## src/rtl/data_mem_master.sv

```systemverilog
// data_mem_master: sequential initiator for a combinational data memory.
// Accepts single/burst load/store requests and issues one word per cycle.
// It registers the load data and streams the store data straight through.
// A memory exception ends the transaction with an error status.
// Optional feature macro: DMM_BOUNDS_CHECK_EN adds a local out-of-range check on
// cur_addr. That check also blocks the write strobe regardless of the memory.
module data_mem_master #(
  parameter int unsigned ADDR_WIDTH = 16,
  parameter int unsigned DATA_WIDTH = 16,
  parameter int unsigned MEM_SIZE   = 1024,
  parameter int unsigned LEN_WIDTH  = 3
) (
  input  logic                  clk,
  input  logic                  rst_n,
  // request channel
  input  logic                  req_valid_i,
  output logic                  req_ready_o,
  input  logic                  req_write_i,
  input  logic [ADDR_WIDTH-1:0] req_addr_i,
  input  logic [LEN_WIDTH-1:0]  req_len_i,
  // store data source
  input  logic                  wr_valid_i,
  input  logic [DATA_WIDTH-1:0] wr_data_i,
  output logic                  wr_pop_o,
  // load data / completion
  output logic                  rd_valid_o,
  output logic [DATA_WIDTH-1:0] rd_data_o,
  output logic                  done_o,
  output logic                  err_o,
  output logic [ADDR_WIDTH-1:0] err_addr_o,
  // memory side
  output logic [ADDR_WIDTH-1:0] mem_addr_o,
  output logic [DATA_WIDTH-1:0] mem_wdata_o,
  output logic                  mem_write_o,
  input  logic [DATA_WIDTH-1:0] mem_rdata_i,
  input  logic                  mem_exception_i
);

  typedef enum logic [1:0] {StIdle, StAccess, StResp} state_e;

  localparam logic [ADDR_WIDTH:0] MemSizeW = (ADDR_WIDTH+1)'(MEM_SIZE);

  state_e                state_q;
  logic                  ready_q;
  logic                  write_q;
  logic [ADDR_WIDTH-1:0] cur_addr_q;
  logic [LEN_WIDTH-1:0]  beats_left_q;
  logic                  rd_valid_q;
  logic [DATA_WIDTH-1:0] rd_data_q;
  logic                  done_q;
  logic                  err_q;
  logic [ADDR_WIDTH-1:0] err_addr_q;

  logic in_access;
  logic oor;
  logic fault;
  logic store_go;
  logic load_go;

  assign in_access = (state_q == StAccess);
  assign oor       = ({1'b0, cur_addr_q} >= MemSizeW);

`ifdef DMM_BOUNDS_CHECK_EN
  assign fault = in_access & (mem_exception_i | oor);
`else
  assign fault = in_access & mem_exception_i;

  // Without the local check we rely on the memory to flag every out-of-range access.
  a_mem_flags_oor: assert property (@(posedge clk) disable iff (!rst_n)
                                    (in_access && oor) |-> mem_exception_i);
`endif

  // A store beat only fires with data available; a faulting beat never fires.
  assign store_go = in_access & write_q & wr_valid_i & ~fault;
  assign load_go  = in_access & ~write_q & ~fault;

  // Memory-side drive: only from registered state and current inputs, so reset kills it at once.
  always_comb begin
    mem_addr_o  = cur_addr_q;
    mem_write_o = store_go;
    wr_pop_o    = store_go;
    mem_wdata_o = (in_access && write_q) ? wr_data_i : '0;
  end

  assign req_ready_o = ready_q;
  assign rd_valid_o  = rd_valid_q;
  assign rd_data_o   = rd_data_q;
  assign done_o      = done_q;
  assign err_o       = err_q;
  assign err_addr_o  = err_addr_q;

  // Control FSM with registered handshake, status and load-data outputs.
  always_ff @(posedge clk or negedge rst_n) begin
    if (!rst_n) begin
      state_q      <= StIdle;
      ready_q      <= 1'b0;
      write_q      <= 1'b0;
      cur_addr_q   <= '0;
      beats_left_q <= '0;
      rd_valid_q   <= 1'b0;
      rd_data_q    <= '0;
      done_q       <= 1'b0;
      err_q        <= 1'b0;
      err_addr_q   <= '0;
    end else begin
      // done/err/rd_valid are single-cycle pulses
      rd_valid_q <= 1'b0;
      done_q     <= 1'b0;
      err_q      <= 1'b0;
      unique case (state_q)
        StIdle: begin
          if (req_valid_i && ready_q) begin
            write_q      <= req_write_i;
            cur_addr_q   <= req_addr_i;
            beats_left_q <= req_len_i;
            ready_q      <= 1'b0;
            state_q      <= StAccess;
          end else begin
            ready_q <= 1'b1;
          end
        end
        StAccess: begin
          if (fault) begin
            err_addr_q <= cur_addr_q;
            err_q      <= 1'b1;
            done_q     <= 1'b1;
            state_q    <= StResp;
          end else if (store_go || load_go) begin
            if (load_go) begin
              rd_valid_q <= 1'b1;
              rd_data_q  <= mem_rdata_i;
            end
            if (beats_left_q == '0) begin
              done_q  <= 1'b1;
              state_q <= StResp;
            end else begin
              cur_addr_q   <= cur_addr_q + ADDR_WIDTH'(1);
              beats_left_q <= beats_left_q - LEN_WIDTH'(1);
            end
          end
        end
        StResp: begin
          ready_q <= 1'b1;
          state_q <= StIdle;
        end
        default: begin
          ready_q <= 1'b0;
          state_q <= StIdle;
        end
      endcase
    end
  end

endmodule

```

## config.mk

```make
export PLATFORM = sky130hd
export DESIGN_NAME = data_mem_master
export DESIGN_NICKNAME = d
export VERILOG_FILES = /design/src/rtl/data_mem_master.sv
export SDC_FILE = /design/constraint.sdc
export NUM_CORES = 1
export LEC_CHECK = 0
export CAP_MARGIN = 20
export CORE_MARGIN = 4
export CORE_UTILIZATION = 42
export DETAILED_ROUTE_END_ITERATION = 8
export PLACE_DENSITY = 0.88
export SYNTH_ARGS = -nofsm -noshare
export SYNTH_HDL_FRONTEND = slang
export SYNTH_SLANG_ARGS = --single-unit
```

## constraint.sdc

```tcl
create_clock -name clk -period 2.35 [get_ports clk]
set_input_delay 0.705 -clock clk [delete_from_list [all_inputs] [get_ports clk]]
set_output_delay 0.705 -clock clk [all_outputs]
set_load 0.02 [all_outputs]
```

; After elaboration in Yosys (flattened, before gate mapping)
; Cells that the tools add are included.
[op_classes]
n_addsub = 2
n_eq_ne = 8
mux = 28
n_bitwise = 8
reduce_logical = 11
[ops]
columns = op, count
row1 = 2-to-1 mux 16 bit, 5
row2 = one-hot mux 16 bit (2 select lines), 1
row3 = adder 16 x 1 -> 16 bit (second input constant), 1
row4 = 2-to-1 mux 3 bit, 4
row5 = 2-to-1 mux 1 bit, 11
row6 = 2-to-1 mux 2 bit, 4
row7 = AND 1 bit, 6
row8 = != test 2 bit (second input constant), 3
row9 = != test 3 x 1 -> 1 bit (second input constant), 2
row10 = one-hot mux 3 bit (2 select lines), 1
row11 = AND reduction 5 bit, 1
row12 = one-hot mux 2 bit (2 select lines), 1
row13 = AND reduction 2 bit, 2
row14 = AND reduction 4 bit, 1
row15 = zero test 3 bit, 1
row16 = one-hot mux 1 bit (3 select lines), 1
row17 = AND reduction 3 bit, 1
row18 = subtractor 3 x 1 -> 3 bit (second input constant), 1
row19 = equality test 2 x 1 -> 1 bit (second input constant), 1
row20 = equality test 2 bit (second input constant), 1
row21 = logical AND 1 bit, 2
row22 = zero test 2 bit, 1
row23 = != test 2 x 1 -> 1 bit (second input constant), 1
row24 = NOT 1 bit, 2
row25 = other kinds (2), 2
[word_totals]
register_bits = 58
in_bits = 57
out_inout_bits = 70
wordCells = 67

; Depth between registers and ports, before layout
[depth]
depth_word = 8
depth_mapped = 8
mapped_depth_nobuf = 6

; Least setup slack after synthesis
; No wires, ideal clock.
[synth_timing]
path_type = in2out
start = in mem_exception_i
end = out wr_pop_o
t_arrival_ps = 1420
required_time_ps = 1645
path_slack_ps = 225
path_stages = 3
cell_sequence = buf_2 and4b_1 buf_4
[synth_via]
elab_chain_cells = 3
[synth_rtl]
columns = item, line
row1 = from (decl), 36  ; input logic mem_exception_i
row2 = AND 1 bit, 66  ; assign fault = in_access & mem_exception_i;
row3 = NOT 1 bit (no source line), -
row4 = AND 1 bit, 74  ; assign store_go = in_access & write_q & wr_valid_i & ~fault;
row5 = to (decl), 24  ; output logic wr_pop_o,
; Every way passes these cells.

; Final worst setup path
[layout_timing]
start = in wr_data_i[8]
end = out mem_wdata_o[8]
[layout_via]
elab_chain_cells = 1
[layout_rtl]
columns = item, line
row1 = from (decl), 23  ; input logic [DATA_WIDTH-1:0] wr_data_i,
row2 = 2-to-1 mux 16 bit, 82  ; mem_wdata_o = (in_access && write_q) ? wr_data_i : '0;
row3 = to (decl), 33  ; output logic [DATA_WIDTH-1:0] mem_wdata_o,
; Every way passes these cells.

==> metrics.csv <==
metric,value,unit
outcome,"complete, no violations",
crit_chain,clkdlybuf4s50_1 -> and3_1 -> dlygate4sd2_1,
slew_viol_final,0,
synth_async_sr_flop_share,1.00,
yosys-top-cells-area,"dfrtp_1 52%, mux2_2 12%, and3_1 4.4%",
drive_gt1_frac,0.206,
firstDrtPassIters,5,
worst_pin_slew,0.472,ns
setup_tns,0,ns
ant_nets,0,
synth-edff-count,0,
vias,2722,
power.switching,0.00250,W
p_int,0.00387,W
start_util,0.439,
cts_tree,yes,
end_kind,primary output,
clkTransAtPathRegs,0.07,ns
grt_max_degree,24,
hold_buffers,0,
post-route-period-util,0.993,
hold_path.class,input pin to asynchronous set/reset pin,
drt_iter0_markers,166,
regToRegSetupSlack,0.46,ns
synth_seq_area_share,0.515,
clockBufferDepth,2,
h-tree-depth,3,
grt_pass1_vias,2821,
grt_setup_unrepaired,false,
io_buffers,126,
dieArea,8080,um2
maxCapViolCount,0,
relSlewSlack,0.683,
grt_pass1_wl,13400,um
syn_nets,322,
seq_power_share,0.304,
slowest_stage,clkdlybuf4s50_1,
vias_per_cell,5.62,
power_density,1420,nW/um2
syn_avg_cell_area,10.7,um2
max_freq,429,MHz
final_cells,484,
required,1.64,ns
detailed_place.area,4280,um2
ys_seq_elements,58,
worstSkewPairLatency,0.33,ns
design_area,4480,um2
nets,463,
utilization,0.697,
skew,0.00736,ns
power_frac_clock,0.175,
min_period,2.33,ns
ir_drop,0.584,mV
synth_top_area_frac,0.515,
antenna_found_initial,0,
drcViolationCount,0,
wl_per_cell,16.6,um
die_h,89.9,um
ys.flop_type,dfrtp_1,
critical_path_arrival,1.63,ns
globalRouteTotalUtil,0.205,
synth_cell_types,48,
root_buffer,clkbuf_8,
rows,29,
place.gp.congestion,0.898,
dp_hpwl,6070,um
crit_fanout,1,
worst_setup_path_start_kind,input pin,
ioPinCount,127,
cpPeakStageDelay,0.45,ns
netSwitchingFraction,0.393,
grt_overflow,0,
combinationalPowerShare,0.521,
clkSinkCount,58,
detail_route.wirelength,8050,um
path_class,input pin to primary output,
ys.warnings.count,0,
leakagePower,1.96,nW
core,6420,um2
setup-violations-final,0,
worst_hold_slack,0.314,ns
finalHoldViolCount,0,
synth_common_cells,"58 x dfrtp_1, 30 x mux2_2, 20 x and3_1",
dp.cells,469,
area_delta_synth_final,59.0,%
die_w,89.9,um
antenna_cells,0,
cts_inserted_buffers,9,
synth_largest_area_cell,dfrtp_1,
synth_area,2820,um2
synthCells,262,
synth.most_common_cell,dfrtp_1,
postCtsSetupBuffers,0,
[final cells by class]
type                            count  area, um2
Clock buffer                       10        138
Clock inverter                      5        103
Fill cell                         500       1950
Inverter                            5       18.8
Multi-Input combinational cell    180       1260
Sequential cell                    58       1450
Tap cell                           77       96.3
Timing Repair Buffer              149       1410
[metrics by stage]
step	worst slack, ns	total power [W]
finish	0.0174	0.00637
global placement	-0.383	0.00516
CTS	0.000440	0.00641
detailed placement	-0.393	0.00529
global route	0.00148	0.00677
floorplan	0.225	0.00369
[layout by cell type (no fill, tap or decap), types with 3 or more instances in the layout]
| cell | netlist | routed |
|---|---|---|
| a21oi_1 | 17 | 17 |
| and3_1 | 20 | 20 |
| buf_2 | 9 | 3 |
| buf_4 | 2 | 21 |
| bufinv_16 | 0 | 3 |
| clkbuf_2 | 0 | 7 |
| clkbuf_8 | 0 | 10 |
| clkdlybuf4s15_1 | 0 | 7 |
| clkdlybuf4s50_1 | 0 | 107 |
| dfrtp_1 | 58 | 58 |
| ha_1 | 3 | 3 |
| inv_1 | 5 | 5 |
| mux2_2 | 30 | 30 |
| nand2_1 | 19 | 19 |
| nand2b_1 | 5 | 5 |
| nand3_1 | 10 | 10 |
| nand4_1 | 6 | 6 |
| nor2_1 | 10 | 10 |
| nor3_1 | 4 | 4 |
| nor4_1 | 4 | 4 |
| o21ai_0 | 14 | 14 |
| o22ai_1 | 4 | 4 |
[sequential cells by signal (all words and copies together), names as in the netlist]
register	cells
err_addr_o	16
mem_addr_o	16
rd_data_o	16
beats_left_q	3
state_q	2
done_o	1
err_o	1
rd_valid_o	1
req_ready_o	1
write_q	1
[worst max-delay path: cells and delay by family]
| family | cells | cell delay, ns |
|---|---|---|
| buffers and inverters | 2 | 0.78 |
| and+or+nand+nor | 1 | 0.14 |
[path summary, 6_finish.rpt]
path,to,cells past startpoint,start
worst max-delay path,mem_wdata_o[8],3,wr_data_i[8]
worst min-delay path,mem_addr_o[7],1,rst_n
worst max register to register,mem_addr_o[10],5,mem_addr_o[0]
worst min register to register,err_addr_o[13],2,err_addr_o[13]
max in group asynchronous,req_ready_o,2,rst_n
min in group clk,err_addr_o[13],2,err_addr_o[13]
[kinds of logic after synthesis]
kind of cell             count (synthesis)  synth area share
AND/OR/NAND/NOR                         90             0.181
buffers and inverters                   24            0.0386
XOR/XNOR                                 1           0.00311
AO/OA/AOI/OAI                           55             0.125
multiplexers                            31             0.123
adder cells (fa/ha/maj)                  3            0.0133
flip-flops                              58             0.515
[routing by layer]
layer,global-route usage,vias up,part of all wire
met5,0,-,0
met4,0.0740,0,0.020
met3,0.0651,18,0.097
met2,0.367,165,0.52
met1,0.228,1291,0.37
li1,-,1248,-
[power groups by stage]
stage                     sequential [W]  clock (W)  combinational [W]
after global placement           0.00191          0            0.00325
after CTS                        0.00193    0.00114            0.00334
after floorplan                  0.00238          0            0.00132
after global routing             0.00202    0.00118            0.00357
after detailed placement         0.00195          0            0.00334
final                            0.00194    0.00112            0.00332
[what timing repair did]
action / in CTS / in global routing
cloned: 0 / 0
endpoints found under the setup margin: 18 / 16
endpoints found under the hold margin: 0 / 0
gates resized for setup: 26 / 20
Power figures use the tool's default switching activity.
